### src/rtl/wb_port_arbiter_pkg.sv
// Shared defines for the writeback port arbiter: default sizes, requester
// ordering and the source-index width helper.
package wb_port_arbiter_pkg;

    localparam int NUM_REQ_DEF = 4;
    localparam int RES_W_DEF   = 64;
    localparam int PREG_W_DEF  = 6;

    typedef enum logic [1:0] {
        REQ_ALU    = 2'd0,
        REQ_BJU    = 2'd1,
        REQ_MULDIV = 2'd2,
        REQ_LSU    = 2'd3
    } req_idx_e;

    // A single requester still needs a 1-bit source field.
    function automatic int src_width(input int n);
        return (n > 1) ? $clog2(n) : 1;
    endfunction

endpackage

### src/rtl/wb_port_arbiter_if.sv
// Requester and writeback-side bus of the port arbiter; slave is the
// arbiter's view, master the execution pipes plus downstream pipe register.
interface wb_port_arbiter_if
    import wb_port_arbiter_pkg::*;
#(
    parameter int NUM_REQ = NUM_REQ_DEF,
    parameter int RES_W   = RES_W_DEF,
    parameter int PREG_W  = PREG_W_DEF
) ();
    localparam int SRC_W = src_width(NUM_REQ);

    logic [NUM_REQ-1:0]        req_valid;
    logic [NUM_REQ-1:0]        req_ready;
    logic [NUM_REQ*PREG_W-1:0] req_prd;
    logic [NUM_REQ*RES_W-1:0]  req_result;
    logic [NUM_REQ-1:0]        req_need_to_wb;
    logic                      flush_valid;
    logic                      wb_valid;
    logic                      wb_ready;
    logic [PREG_W-1:0]         wb_prd;
    logic [RES_W-1:0]          wb_result;
    logic                      wb_need_to_wb;
    logic [SRC_W-1:0]          wb_src;
    logic [31:0]               wb_count;

    modport slave (
        input  req_valid, req_prd, req_result, req_need_to_wb, flush_valid, wb_ready,
        output req_ready, wb_valid, wb_prd, wb_result, wb_need_to_wb, wb_src, wb_count
    );

    modport master (
        output req_valid, req_prd, req_result, req_need_to_wb, flush_valid, wb_ready,
        input  req_ready, wb_valid, wb_prd, wb_result, wb_need_to_wb, wb_src, wb_count
    );

endinterface

### src/rtl/wb_port_arbiter_rr_pick.sv
// Combinational round-robin picker: first valid requester at or after ptr,
// wrapping modulo NUM_REQ.
module wb_port_arbiter_rr_pick
    import wb_port_arbiter_pkg::*;
#(
    parameter int NUM_REQ = NUM_REQ_DEF,
    localparam int SRC_W  = src_width(NUM_REQ)
) (
    input  logic [NUM_REQ-1:0] valid,
    input  logic [SRC_W-1:0]   ptr,
    output logic [NUM_REQ-1:0] grant,
    output logic [SRC_W-1:0]   idx
);

    logic             found;
    logic [SRC_W-1:0] cand;

    always_comb begin
        grant = '0;
        idx   = '0;
        found = 1'b0;
        cand  = '0;
        for (int k = 0; k < NUM_REQ; k++) begin
            cand = SRC_W'((int'(ptr) + k) % NUM_REQ);
            if (!found && valid[cand]) begin
                found       = 1'b1;
                grant[cand] = 1'b1;
                idx         = cand;
            end
        end
    end

endmodule

### src/rtl/wb_port_arbiter.sv
// Arbitrates execution-pipe writebacks into one registered output entry;
// round-robin fairness, 1-cycle latency, full throughput when drained each cycle.
module wb_port_arbiter
    import wb_port_arbiter_pkg::*;
#(
    parameter int NUM_REQ = NUM_REQ_DEF,
    parameter int RES_W   = RES_W_DEF,
    parameter int PREG_W  = PREG_W_DEF
) (
    input  logic             clock,
    input  logic             reset_n,
    wb_port_arbiter_if.slave bus
);

    localparam int               SRC_W = src_width(NUM_REQ);
    localparam logic [SRC_W-1:0] LAST  = SRC_W'(NUM_REQ - 1);

    logic [SRC_W-1:0]   rr_ptr_q;
    logic [SRC_W-1:0]   win_idx;
    logic [NUM_REQ-1:0] win_grant;
    logic               can_accept;
    logic               grant_en;
    logic               in_fire;

    logic [PREG_W-1:0]  prd_arr [NUM_REQ];
    logic [RES_W-1:0]   res_arr [NUM_REQ];

    logic               wb_valid_q;
    logic [PREG_W-1:0]  wb_prd_q;
    logic [RES_W-1:0]   wb_result_q;
    logic               wb_need_to_wb_q;
    logic [SRC_W-1:0]   wb_src_q;
    logic [31:0]        wb_count_q;

    for (genvar i = 0; i < NUM_REQ; i++) begin : g_unpack
        assign prd_arr[i] = bus.req_prd[i*PREG_W +: PREG_W];
        assign res_arr[i] = bus.req_result[i*RES_W +: RES_W];
    end

    wb_port_arbiter_rr_pick #(.NUM_REQ(NUM_REQ)) u_rr_pick (
        .valid (bus.req_valid),
        .ptr   (rr_ptr_q),
        .grant (win_grant),
        .idx   (win_idx)
    );

    // reset_n gates the grant so no requester sees an accept while held in reset
    assign can_accept    = ~wb_valid_q | bus.wb_ready;
    assign grant_en      = can_accept & ~bus.flush_valid & reset_n;
    assign bus.req_ready = grant_en ? win_grant : '0;
    assign in_fire       = |(bus.req_valid & bus.req_ready);

    always_ff @(posedge clock or negedge reset_n) begin
        if (!reset_n) begin
            wb_valid_q      <= 1'b0;
            wb_prd_q        <= '0;
            wb_result_q     <= '0;
            wb_need_to_wb_q <= 1'b0;
            wb_src_q        <= '0;
            wb_count_q      <= '0;
            rr_ptr_q        <= '0;
        end else if (bus.flush_valid) begin
            wb_valid_q      <= 1'b0;
            wb_prd_q        <= '0;
            wb_result_q     <= '0;
            wb_need_to_wb_q <= 1'b0;
            wb_src_q        <= '0;
        end else if (in_fire) begin
            wb_valid_q      <= 1'b1;
            wb_prd_q        <= prd_arr[win_idx];
            wb_result_q     <= res_arr[win_idx];
            wb_need_to_wb_q <= bus.req_need_to_wb[win_idx];
            wb_src_q        <= win_idx;
            wb_count_q      <= wb_count_q + 32'd1;
            rr_ptr_q        <= (win_idx == LAST) ? '0 : win_idx + 1'b1;
        end else if (wb_valid_q && bus.wb_ready) begin
            wb_valid_q      <= 1'b0;
        end
    end

    assign bus.wb_valid      = wb_valid_q;
    assign bus.wb_prd        = wb_prd_q;
    assign bus.wb_result     = wb_result_q;
    assign bus.wb_need_to_wb = wb_need_to_wb_q;
    assign bus.wb_src        = wb_src_q;
    assign bus.wb_count      = wb_count_q;

endmodule

### src/flat_wrapper.sv
// flat-port wrapper written by rule: the top's interface ports become plain ports
module wb_port_arbiter_flat import wb_port_arbiter_pkg::*;
#(
    parameter int NUM_REQ = NUM_REQ_DEF,
    parameter int RES_W   = RES_W_DEF,
    parameter int PREG_W  = PREG_W_DEF
)
  (clock, reset_n, bus_req_valid, bus_req_prd, bus_req_result, bus_req_need_to_wb, bus_flush_valid, bus_wb_ready, bus_req_ready, bus_wb_valid, bus_wb_prd, bus_wb_result, bus_wb_need_to_wb, bus_wb_src, bus_wb_count);
  wb_port_arbiter_if #(.NUM_REQ(NUM_REQ), .RES_W(RES_W), .PREG_W(PREG_W)) bus_i ();
  input  logic clock;
  input  logic reset_n;
  input wire logic [$bits(bus_i.req_valid)-1:0] bus_req_valid;
  input wire logic [$bits(bus_i.req_prd)-1:0] bus_req_prd;
  input wire logic [$bits(bus_i.req_result)-1:0] bus_req_result;
  input wire logic [$bits(bus_i.req_need_to_wb)-1:0] bus_req_need_to_wb;
  input wire logic [$bits(bus_i.flush_valid)-1:0] bus_flush_valid;
  input wire logic [$bits(bus_i.wb_ready)-1:0] bus_wb_ready;
  output wire logic [$bits(bus_i.req_ready)-1:0] bus_req_ready;
  output wire logic [$bits(bus_i.wb_valid)-1:0] bus_wb_valid;
  output wire logic [$bits(bus_i.wb_prd)-1:0] bus_wb_prd;
  output wire logic [$bits(bus_i.wb_result)-1:0] bus_wb_result;
  output wire logic [$bits(bus_i.wb_need_to_wb)-1:0] bus_wb_need_to_wb;
  output wire logic [$bits(bus_i.wb_src)-1:0] bus_wb_src;
  output wire logic [$bits(bus_i.wb_count)-1:0] bus_wb_count;
  assign bus_i.req_valid = bus_req_valid;
  assign bus_i.req_prd = bus_req_prd;
  assign bus_i.req_result = bus_req_result;
  assign bus_i.req_need_to_wb = bus_req_need_to_wb;
  assign bus_i.flush_valid = bus_flush_valid;
  assign bus_i.wb_ready = bus_wb_ready;
  assign bus_req_ready = bus_i.req_ready;
  assign bus_wb_valid = bus_i.wb_valid;
  assign bus_wb_prd = bus_i.wb_prd;
  assign bus_wb_result = bus_i.wb_result;
  assign bus_wb_need_to_wb = bus_i.wb_need_to_wb;
  assign bus_wb_src = bus_i.wb_src;
  assign bus_wb_count = bus_i.wb_count;
  wb_port_arbiter #(.NUM_REQ(NUM_REQ), .RES_W(RES_W), .PREG_W(PREG_W)) u_core (.clock(clock), .reset_n(reset_n), .bus(bus_i));
endmodule
### config.mk
export PLATFORM = sky130hd
export DESIGN_NAME = wb_port_arbiter_flat
export DESIGN_NICKNAME = d
export VERILOG_FILES = /design/src/rtl/wb_port_arbiter_pkg.sv /design/src/rtl/wb_port_arbiter_if.sv /design/src/rtl/wb_port_arbiter_rr_pick.sv /design/src/rtl/wb_port_arbiter.sv /design/src/flat_wrapper.sv
export SDC_FILE = /design/constraint.sdc
export NUM_CORES = 1
export LEC_CHECK = 0
export ABC_AREA = 1
export BUFFER_PORTS_ARGS = -buffer_cell sky130_fd_sc_hd__buf_2
export CAP_MARGIN = 20
export CORE_AREA = 4 4 152 154
export CTS_CLUSTER_DIAMETER = 150
export CTS_CLUSTER_SIZE = 25
export DETAILED_ROUTE_END_ITERATION = 16
export DIE_AREA = 0 0 156 158
export MAX_ROUTING_LAYER = met4
export PLACE_DENSITY_LB_ADDON = 0.3
export SYNTH_ARGS = -nofsm -noshare
export SYNTH_HDL_FRONTEND = slang
export SYNTH_HIERARCHICAL = 1
export SYNTH_SLANG_ARGS = --single-unit
export TNS_END_PERCENT = 30
### constraint.sdc
create_clock -name clock -period 5.25 [get_ports clock]
set_input_delay 1.3125 -clock clock [delete_from_list [all_inputs] [get_ports clock]]
set_output_delay 1.3125 -clock clock [all_outputs]
set_load 0.01 [all_outputs]
After elaboration in Yosys (flattened, before gate mapping)
Cells that the tools add are included.
- register bits: 108
- latch bits: 0
- memory bits (writable): 0
- memory bits (read-only): 0
- input port bits: 292
- output and inout bits: 110
- logic and storage cells: 96
- memories: 0
- add/subtract/negate cells: 5
- $mul: 0
- div/mod/pow operators: 0
- order comparisons: 10
- equal/unequal tests: 1
- shifts and indexed selects: 0
- mux-type cells: 48
- bitwise operators: 10
- reduce and logical (&&, ||, !) cells: 15
- operator list (operator ; count):
    two-way mux 64 bit ; 4
    binary-select mux 64 bit (select 2 bit) ; 1
    adder 32 x 1 -> 32 bit (second input constant) ; 1
    two-way mux 6 bit ; 4
    two-way mux 4 bit ; 5
    two-way mux 1 bit ; 17
    < comparator 2 x 3 -> 1 bit (second input constant) ; 5
    two-way mux 2 bit ; 7
    binary-select mux 6 bit (select 2 bit) ; 1
    OR 4 bit ; 3
    binary-select mux 1 bit (select 2 bit) ; 5
    demux 1 bit (select 2 bit) ; 4
    greater-or-equal comparator 2 x 1 -> 1 bit (second input constant) ; 4
    logical AND 1 bit ; 8
    adder 2 x 1 -> 2 bit (second input constant) ; 2
    adder 2 bit (second input constant) ; 2
    bitwise AND 4 bit ; 1
    OR reduction 4 bit ; 1
    greater-or-equal comparator 3 bit (second input constant) ; 1
    logical NOT 1 bit ; 3
    inverter 2 -> 3 bit ; 1
    nonzero test 3 bit ; 1
    bitwise AND 1 bit ; 2
    == test 2 bit (second input constant) ; 1
    4 further kinds ; 5

Depth between registers and ports, before layout
Gate-level depths: netlist (run 1).
- word-level depth: 18
- depth in mapped cells: 17
- gate-level depth less buffers: 14

Hierarchy
The synthesis (run 1) kept the hierarchy.
- by module, submodules not included (module ; instances ; cells an instance ; area an instance (um^2) ; sequential area each (um^2)):
    wb_port_arbiter ; 1 ; 1098 ; 7110.6 ; 2702.6
    wb_port_arbiter_rr_pick ; 1 ; 73 ; 439.2 ; 0.0

Worst setup path after synthesis (run 1)
Ideal clock, no wire load.
- path type: input-to-output
- start point: input port bus_req_valid[3]
- end point: output port bus_req_ready[0]
- arrival: 2229 ps
- required time: 3938 ps
- slack: 1709 ps
- stages on the path: 10
- path buffers: 1
- path through: inv_1 -> nand2_1 -> nand3_4 -> nand2_4 -> nor2_4 -> buf_6 -> nand3_1 -> nand3_1 -> inv_1 -> nor2_1
- cells in the longest elaborated chain, start to end: 13
- elaborated cells between the ends (all ways): 25
- classes of those cells: mux (16); bitwise (3); reduce/logical (6)
- ends and longest elaborated chain (element ; line ; text):
    start, declared ; flat_wrapper.sv:12 ; input wire logic [$bits(bus_i.req_valid)-1:0] bus_req_valid;
    binary-select mux 1 bit (select 2 bit) ; wb_port_arbiter_rr_pick.sv:25 ; if (!found && valid[cand]) begin
    two-way mux 1 bit (implied by the code) ; wb_port_arbiter_rr_pick.sv:25 ;
    two-way mux 1 bit ; wb_port_arbiter_rr_pick.sv:25 ;
    logical NOT 1 bit ; wb_port_arbiter_rr_pick.sv:25 ;
    logical AND 1 bit ; wb_port_arbiter_rr_pick.sv:25 ;
    two-way mux 1 bit ; wb_port_arbiter_rr_pick.sv:25 ;
    logical NOT 1 bit ; wb_port_arbiter_rr_pick.sv:25 ;
    logical AND 1 bit ; wb_port_arbiter_rr_pick.sv:25 ;
    two-way mux 1 bit ; wb_port_arbiter_rr_pick.sv:25 ;
    logical NOT 1 bit ; wb_port_arbiter_rr_pick.sv:25 ;
    logical AND 1 bit ; wb_port_arbiter_rr_pick.sv:25 ;
    two-way mux 4 bit (*) ; wb_port_arbiter_rr_pick.sv:25 ;
    via u_core.win_grant[0] ; wb_port_arbiter.sv:20 ; logic [NUM_REQ-1:0] win_grant;
    two-way mux 4 bit (*) ; wb_port_arbiter.sv:50 ; assign bus.req_ready = grant_en ? win_grant : '0;
    end, declared ; flat_wrapper.sv:18 ; output wire logic [$bits(bus_i.req_ready)-1:0] bus_req_ready;
Mark *: on every way through the listed nets, which the timed path passes. The rest lies on a longest branch. The select of a mux whose other input is x is not followed.

Final worst setup path (run 1)
- start point: register u_core.rr_ptr_q[0]
- end point: register u_core.wb_prd_q[4] (netlist: u_core/bus.wb_prd[4])
- cells in the longest elaborated chain, start to end: 18
- elaborated cells between the ends (all ways): 61
- classes of those cells: add/sub (3); order compare (8); mux (33); bitwise (5); reduce/logical (12)
- ends and longest elaborated chain (element ; line ; text):
    start, declared ; wb_port_arbiter.sv:18 ; logic [SRC_W-1:0] rr_ptr_q;
    start signal, assigned ; wb_port_arbiter.sv:75 ; rr_ptr_q <= (win_idx == LAST) ? '0 : win_idx + 1'b1;
    parallel branches: the longest is 11 deep, another holds adder 2 x 1 -> 2 bit ; n/a ;
    two-way mux 2 bit (*) ; wb_port_arbiter_rr_pick.sv:25 ;
    via u_core.win_idx[0] ; wb_port_arbiter.sv:19 ; logic [SRC_W-1:0] win_idx;
    inverter 2 -> 3 bit (implied by the code) (*) ; wb_port_arbiter.sv:70 ; wb_prd_q <= prd_arr[win_idx];
    binary-select mux 6 bit (select 2 bit) (*) ; wb_port_arbiter.sv:70 ;
    two-way mux 6 bit (implied by the code) (*) (2 in series) ; wb_port_arbiter.sv:70 ;
    two-way mux 6 bit (*) ; wb_port_arbiter.sv:68 ; end else if (in_fire) begin
    two-way mux 6 bit (*) ; wb_port_arbiter.sv:62 ; end else if (bus.flush_valid) begin
    end signal, assigned ; wb_port_arbiter.sv:70 ;
    end, declared ; wb_port_arbiter.sv:29 ; logic [PREG_W-1:0] wb_prd_q;
Mark *: on every way through the listed nets, which the timed path passes. The select of a mux whose other input is x is not followed.
A chain may end at the register's enable or synchronous reset.

==> results of run 1 <==
==> synthesized netlist by cell type <==
library cell / count / share of area, %
xnor2_1: 6 / 0.70
nor2_2: 5 / 0.41
nand3_2: 1 / 0.13
inv_2: 7 / 0.35
clkbuf_1: 37 / 1.8
nor2_4: 3 / 0.45
a21boi_0: 4 / 0.40
buf_6: 3 / 0.45
a21oi_1: 7 / 0.46
nand3_4: 1 / 0.23
nor2_1: 195 / 9.7
nand4_1: 10 / 0.83
nand2_1: 351 / 17
nand2_4: 2 / 0.30
buf_1: 4 / 0.20
dfrtp_1: 108 / 36
ha_1: 7 / 1.2
o22ai_1: 71 / 5.9
buf_2: 25 / 1.7
xor2_1: 9 / 1.0
nand2_2: 8 / 0.66
nand3_1: 107 / 7.1
buf_4: 7 / 0.70
inv_1: 41 / 2.0
o21ai_0: 152 / 10
==> report_power, final <==
part           switching (W)  internal, W  total, W
clock network       0.000331     0.000385  0.000716
registers           0.000219      0.00113   0.00135
logic                0.00307      0.00145   0.00452
total                0.00362      0.00297   0.00659
==> worst max-delay path: cells and delay by family, from the launching register on <==
kind | cells | cell delay, ps
adders and majority gates | 1 | 430
AOI/OAI and AO/OA | 3 | 500
buffers and inverters | 4 | 1480
DFF | 1 | 590
and+or+nand+nor | 6 | 890
==> cell type report <==
| class | count | area, um2 | share of cell area, % |
|---|---|---|---|
| tap | 280 | 350 | 3.49 |
| multi-input combinational | 939 | 4320 | 43.0 |
| clock buffer | 11 | 243 | 2.42 |
| clock inverter | 5 | 61.3 | 0.610 |
| antenna | 24 | 60.1 | 0.598 |
| sequential | 108 | 2700 | 26.9 |
| inverter | 48 | 183 | 1.82 |
| timing repair buffer | 414 | 2130 | 21.2 |
==> metrics by stage <==
step                      hold slack (ps)  cell area [um2]  setup WS [ps]  std cells
after floorplan                       536             7550           1710       1171
after global placement                482             9690           1070       1789
after detailed placement              483             9690            971       1789
after CTS                             503             9990           1250       1805
after global routing                  516            10000            866       1827
final                                 499            10100           1220       1829
==> registers in the layout, indices dropped and copies added (netlist names) <==
register	flops
u_core/bus.wb_result	64
u_core/bus.wb_count	32
u_core/bus.wb_prd	6
u_core/bus.wb_src	2
u_core/rr_ptr_q	2
u_core/bus.wb_need_to_wb	1
u_core/bus.wb_valid	1
==> layer usage <==
metal  part of all wire (%)  wire (um)  vias up
li1                       -          -     4586
met3                    9.0       3000       68
met2                     48      16000      460
met1                     39      13000     4351
met4                    3.5       1150        0
met5                      0          0        -
==> worst max-delay path by stage <==
stage / startpoint / endpoint / cells after the start
2_1_floorplan: bus_req_valid[3] / bus_req_ready[0] / 10
3_3_place_gp: bus_req_valid[1] / u_core/bus.wb_result[0] / 14
3_5_place_dp: bus_req_valid[1] / u_core/bus.wb_result[1] / 14
4_1_cts: u_core/rr_ptr_q[0] / bus_req_ready[3] / 11
5_1_grt: u_core/rr_ptr_q[0] / u_core/bus.wb_result[1] / 14
6_report: u_core/rr_ptr_q[0] / u_core/bus.wb_prd[4] / 14
==> kinds of logic (layout without fill, tap and decap cells) <==
group / after synthesis / after routing / share of synthesized area, %
simple gates: 683 / 683 / 37.3
compound gates: 234 / 234 / 16.8
flops: 108 / 108 / 35.8
fa+ha+maj: 7 / 7 / 1.16
buf+inv: 124 / 478 / 7.23
other cells: 0 / 24 / 0
xor+xnor: 15 / 15 / 1.74
==> run metrics, run 1 <==
number of hold violations in the final report 0; worst reg-to-reg path cell count 14; RSZ-0062 raised after global routing no; Crit path top cell by count nand2_1; critical path class reg -> reg; crit-path cells inv_2 > ha_1 > inv_1 > nand3_1 > nand2_1 > nor2_2 > a21oi_1 > nand3_4 > inv_4 > buf_4 > o21ai_0 > o22ai_1 > nand2_1 > nand2_1; layout cells sized above 1 30.1%; Final ANT Viol Nets 0; cell count of the worst hold path 2; hpwl dp 24,900 um; slew at the pin closest to its max-slew limit 816 ps; critical path peak fanout 88; Initial Utilization between 30% and 40%; Post-Syn Nets roughly 1,500; floorplan row count 54; I/O Buffers 401; crit path time final 4030 ps; Post-CTS Setup Repair Bufs 0; most frequent cells in the layout buf_2 (400), nand2_1 (351), nor2_1 (195); total power 0.00659 W; met3 Use GR 6.75%; CTS buffer count 9; # fillers 2,292; routed vias 9,465; Synth cell types 25; clk slew on worst S/H paths 80 ps; core footprint 21,700 um2; Worst EP required between 5000 and 6000 ps; antenna violations before repair 22; setup TNS 0 ps; reg-to-reg startpoint u_core/rr_ptr_q[0]; Total Die Area 24,600 um2; residual DRC count 0; critical path's slowest cell inv_4; DRT Wirelength 33,200 um; CP Capture Type flip-flop; CTS Hold Buffers Added 0; Critical Path AT 4340 ps; vias in the first global route 8,791; largest net degree at the start of global routing about 110; Clock Sinks around 110; first-pass GRT wire length 49,200 um; Setup violations, final 0; clock buffer depth 2; vias per cell 5.17; R2R Setup Slk 1220 ps; DRT Pass-1 Iters 5; Die Y between 150 and 200 um; gate count after technology mapping 1,171; # IOs about 400; grt peak-use layer met2; CTS tree built; status complete, no violations; Fin Clk Skew approximately 13 ps; Max Freq approximately 250 MHz; Skew-Pair Late Insertion Delay 360 ps; Hold Startpoint u_core/bus.wb_result[14]; Period Utilization, post-route between 70% and 80%; slew margin rel. a little under half; Leakage 5.40 nW; grt total ovfl 0; Hold Path Sink u_core/bus.wb_result[14]; Global Route Usage Sum 26.2%; Slew Viols, Final 0; commonest non-fill, non-tap cell in the layout buf_2; Syn Std Cell Area approximately 7500 um2; GP Congestion 0.983; area added between synthesis and finish 33.1%; Root Buffer clkbuf_16; register area share after synthesis between 30% and 40%; drt wl/cell roughly 18 um; met2 usage 41.0%; final net count about 1,800; VDD IR max 463 uV; H-Tree Depth 3; flops & latches, synth 108; Synth warnings 6; synthesized area per cell between 6 and 7 um2; Hold WC Path Type reg -> reg; CP peak stage delay 750 ps; RR Endpoint u_core/bus.wb_prd[4]; max cap viols 0; Die X-Extent 156 um; crit path launch type flip-flop; GR Util met1 roughly 32%; drt initial violations 809; Resize count post-CTS 0; Pwr Density between 600 and 700 nW/um2; final core occ 46.3%
Power figures use the tool's default switching activity.
==> inputs of run 2 (changes only) <==
ABC_AREA = 0   (was 1)
CORE_AREA = 4 4 154 156   (was 4 4 152 154)
DIE_AREA = 0 0 158 160   (was 0 0 156 158)
clock period = 4.1 ns   (was 5.25 ns; I/O delays follow)
==> run metrics, run 2 <==
max cap viols 0; Leakage between 5 and 6 nW; Setup crit start bus_req_valid[1]; Period Utilization, post-route 89.0%; # placed instances 1,288; Worst EP required 3070 ps; number of flip-flops in the largest register 64; CTS Hold Buffers Added 0; first-pass GRT wire length 39,300 um; Synth top area share roughly two fifths; Final ANT Viol Nets 0; reg-to-reg startpoint u_core/rr_ptr_q[0]; setup TNS 0 ps; Syn Std Cell Area 6970 um2; number of hold violations in the final report 0; clk slew on worst S/H paths 70 ps; gate count after technology mapping 640; flops & latches, synth roughly 110; Die X-Extent 158 um; # fillers 2,222; Fin Clk Skew 10.8 ps; synthesized area per cell approximately 11 um2; RSZ-0062 raised after global routing no; Synth area leaders dfrtp_1 (39%), mux4_2 (24%), nand2_1 (9.5%); Skew-Pair Late Insertion Delay 350 ps; CP Capture Type output port; commonest non-fill, non-tap cell in the layout buf_2; I/O Buffers approximately 400; Resize count post-CTS 0; GP Congestion between 0.9 and 1; R2R Setup Slk 900 ps; Post-CTS Setup Repair Bufs 0; crit path time final 3650 ps; largest net degree at the start of global routing 75; Slew Viols, Final 0; cell count of the worst hold path 1; DRT Pass-1 Iters 4; Max Freq 274 MHz; VDD IR max between 300 and 400 uV; register area share after synthesis roughly two fifths; RR Endpoint u_core/bus.wb_result[24]; # IOs 402; Post-Layout Cell Count roughly 1,300; residual DRC count 0; Post-synth top cells nand2_1 (177), dfrtp_1 (108), mux4_2 (74), nand3b_1 (73), clkbuf_1 (31); final core occ 43.1%; slew margin rel. 49.6%; grt total ovfl 0; Die Y 160 um; Setup violations, final 0; CTS tree built; vias in the first global route 6,735; slew at the pin closest to its max-slew limit 756 ps; Pwr Density 609 nW/um2; Root Buffer clkbuf_16; Hold Startpoint u_core/bus.wb_count[31]; asr flop ratio synth 100%; count leader, synth nand2_1; core footprint 22,400 um2; Initial Utilization a little over 30%; clock buffer depth 2; final net count 1,313; critical path class in -> out; Hold WC Path Type reg -> reg; status complete, no violations; Top FF cell, synth dfrtp_1; most frequent cells in the layout buf_2 (400), nand2_1 (177), dfrtp_1 (108); hpwl dp 20,500 um; Critical Path AT 2620 ps; Synth cell types 45; drt wl/cell 19.9 um; DRT Wirelength 26,100 um; worst reg-to-reg path cell count 10; Post-Syn Nets 939; critical path peak fanout 12; Clock Sinks approximately 110; H-Tree Depth 3; layout cells sized above 1 52.1%; Total Die Area ~25,000 um2; routed vias 6,576; number of synthesized flops with an enable pin 0; area added between synthesis and finish 38.2%; antenna violations before repair 9; vias per cell ~5.0; crit path launch type input pin; CTS buffer count 9; Synth warnings 6; floorplan row count 55; most area-hungry cell type in the Yosys netlist dfrtp_1; Hold WS 469 ps; Setup crit end bus_req_ready[2]; drt initial violations about 500; Global Route Usage Sum 20.7%
## run 2: through the flow
step | area (um2) | setup slack (ps) | total power [W]
2_1_floorplan | 6970 | 559 | 0.00387
3_3_place_gp | 9330 | 420 | 0.00507
3_5_place_dp | 9330 | 404 | 0.00509
4_1_cts | 9620 | 459 | 0.00598
5_1_grt | 9640 | 360 | 0.00627
6_report | 9640 | 452 | 0.00587
## run 2: power breakdown
group,switching [W],internal (W),total [W]
Combinational,0.00176,0.00173,0.00349
Sequential,0.000170,0.00135,0.00152
Clock,0.000413,0.000438,0.000851
Total,0.00234,0.00353,0.00587
## run 2: cells by family after synthesis
group                    share of synthesized area (%)
adder cells (fa/ha/maj)                           1.26
multiplexers                                      24.2
AO/OA/AOI/OAI                                     2.87
buffers and inverters                             3.89
XOR/XNOR                                          3.89
flip-flops                                        38.8
AND/OR/NAND/NOR                                   25.1
## run 2: cell type report
cell class,count,area (um2),share of cell area (%)
Antenna cell,7,17.5,0.182
Clock inverter,5,45.0,0.467
Multi-Input combinational cell,469,4020,41.7
Inverter,6,22.5,0.234
Sequential cell,108,2700,28.0
Timing Repair Buffer,420,2230,23.1
Clock buffer,11,243,2.52
Tap cell,285,357,3.70
## run 2: worst min path at each step
stage                               to  slack (ps)
5_1_grt        u_core/bus.wb_count[31]         500
3_3_place_gp   u_core/bus.wb_count[31]         460
4_1_cts        u_core/bus.wb_count[31]         470
2_1_floorplan  u_core/bus.wb_count[31]         500
3_5_place_dp   u_core/bus.wb_count[31]         460
6_report       u_core/bus.wb_count[31]         470
## run 2: routing by layer
metal	track usage (%)	vias to the layer above	wire [um]
met5	-	-	0
met4	6.71	0	620
met3	4.09	33	2100
met2	32.8	293	12900
met1	26.9	3171	10500
li1	-	3079	-
## run 2: worst max-delay path, cell delays in order
cell and delay (ps):
buf_2 200, nor3b_1 200, o21ai_0 90, o31ai_1 560, a221o_2 280, and3_1 140, buf_2 130
==> inputs of run 3 (changes only) <==
CORE_AREA = 4 4 156 158   (was 4 4 154 156)
CTS_BUF_LIST = sky130_fd_sc_hd__clkbuf_4   (was unset)
DIE_AREA = 0 0 160 162   (was 0 0 158 160)
==> run metrics, run 3 (same netlist as run 2, synthesis figures left out) <==
status complete, no violations; grt total ovfl 0; first-pass GRT wire length 39,000 um; Post-Layout Cell Count 1,319; Total Die Area 25,900 um2; Fin Clk Skew 39.9 ps; core footprint between 20,000 and 25,000 um2; number of hold violations in the final report 0; slew margin rel. 44.6%; critical path class reg -> out; most frequent cells in the layout buf_2 (400), nand2_1 (177), dfrtp_1 (108); commonest non-fill, non-tap cell in the layout buf_2; clock power share 9.8%; H-Tree Depth 3; max cap viols 0; Leakage 5.01 nW; CP Capture Type output port; hpwl dp approximately 21,000 um; # IOs 402; final net count between 1,000 and 1,500; floorplan row count 56; largest net degree at the start of global routing 75; antenna violations before repair 15; Global Route Usage Sum 20.0%; critical path's slowest cell ha_1; crit path time final 3690 ps; Max Freq between 200 and 300 MHz; RSZ-0062 raised after global routing no; clock buffer depth 2; vias in the first global route 6,758; I/O Buffers 401; slew at the pin closest to its max-slew limit 831 ps; # placed instances about 1,300; residual DRC count 0; Slew Viols, Final 0; CTS buffer count 9; Critical Path AT 2660 ps; RR Endpoint u_core/bus.wb_count[10]; Final ANT Viol Nets 0; final setup margin just over 400 ps; GP Congestion approximately 0.9; switch share 41.8%; CP peak stage delay 430 ps; number of flip-flops in the largest register 64; worst reg-to-reg path cell count 11; layout cells sized above 1 between 50% and 60%; Root Buffer clkbuf_4; cell count of the worst hold path 1; cell-internal power 0.00317 W; R2R Setup Slk approximately 850 ps; Resize count post-CTS 0; Seq pwr share 28.0%; CTS tree built; crit path launch type flip-flop; clk slew on worst S/H paths 170 ps; DRT Pass-1 Iters 4; Net Switching between 0.002 and 0.0025 W; reg-to-reg startpoint u_core/rr_ptr_q[0]; Setup crit start u_core/rr_ptr_q[0]; Setup crit end bus_req_ready[3]; Skew-Pair Late Insertion Delay roughly 480 ps; Period Utilization, post-route 90.0%; Die X-Extent 160 um; area added between synthesis and finish 35.7%; Comb pwr share 62.2%; CTS Hold Buffers Added 0; Post-CTS Setup Repair Bufs 0; DRT Wirelength between 20,000 and 30,000 um; Hold WS 476 ps; drt wl/cell 20.1 um; crit-path cells inv_1 > ha_1 > mux4_2 > or2_4 > nor2b_4 > a221o_2 > and3_1 > buf_2; Initial Utilization a little under a third; post-placement setup slack 378 ps; drt initial violations 415; critical path peak fanout 6; Setup violations, final 0; Clock Sinks ~110; Die Y 162 um; VDD IR max 576 uV; routed vias between 6,000 and 7,000; Worst EP required 3070 ps; Pwr Density between 500 and 600 nW/um2; vias per cell 4.95; setup TNS 0 ps; Hold WC Path Type reg -> reg
run 3: power groups by stage:
stage / clock [W] / sequential [W] / combinational [W]
floorplan: 0 / 0.00167 / 0.00219
global placement: 0 / 0.00154 / 0.00341
detailed placement: 0 / 0.00155 / 0.00344
CTS: 0.000563 / 0.00153 / 0.00345
global route: 0.000595 / 0.00156 / 0.00364
finish: 0.000533 / 0.00152 / 0.00339
run 3: layout make-up:
class	instances	area [um2]
inverter	6	22.5
multi-input combinational	469	4020
sequential	108	2700
clock inverter	5	46.3
antenna	16	40.0
tap	290	363
fill	2333	13700
timing repair buffer	414	2180
clock buffer	11	82.6
run 3: critical path: cells and delay by family, from the launching register on:
kind / cells / cell delay [ps]
simple gates: 3 / 600
fa+ha+maj: 1 / 430
mux: 1 / 410
flops: 1 / 380
buf+inv: 2 / 210
compound gates: 1 / 180
run 3: worst min-delay path by stage:
| stage | startpoint | end |
|---|---|---|
| 2_1_floorplan | u_core/bus.wb_count[31] | u_core/bus.wb_count[31] |
| 3_3_place_gp | u_core/bus.wb_count[31] | u_core/bus.wb_count[31] |
| 3_5_place_dp | u_core/bus.wb_count[31] | u_core/bus.wb_count[31] |
| 4_1_cts | u_core/bus.wb_count[31] | u_core/bus.wb_count[31] |
| 5_1_grt | u_core/bus.wb_count[31] | u_core/bus.wb_count[31] |
| 6_report | u_core/bus.wb_count[31] | u_core/bus.wb_count[31] |
run 3: per-layer routing:
metal	routed length [um]	GRT usage, %	vias to the layer above
li1	-	-	3069
met1	10300	24.0	3173
met2	13600	32.9	257
met3	1880	5.05	32
met4	722	7.35	0
met5	0	-	-
run 3: metrics by stage:
step / utilization, % / cell area, um2 / power, W
3_5_place_dp: 40.2 / 9290 / 0.00499
6_report: 40.9 / 9460 / 0.00545
5_1_grt: 40.9 / 9460 / 0.00580
4_1_cts: 40.7 / 9420 / 0.00554
3_3_place_gp: 40.2 / 9290 / 0.00495
2_1_floorplan: - / 6970 / 0.00387
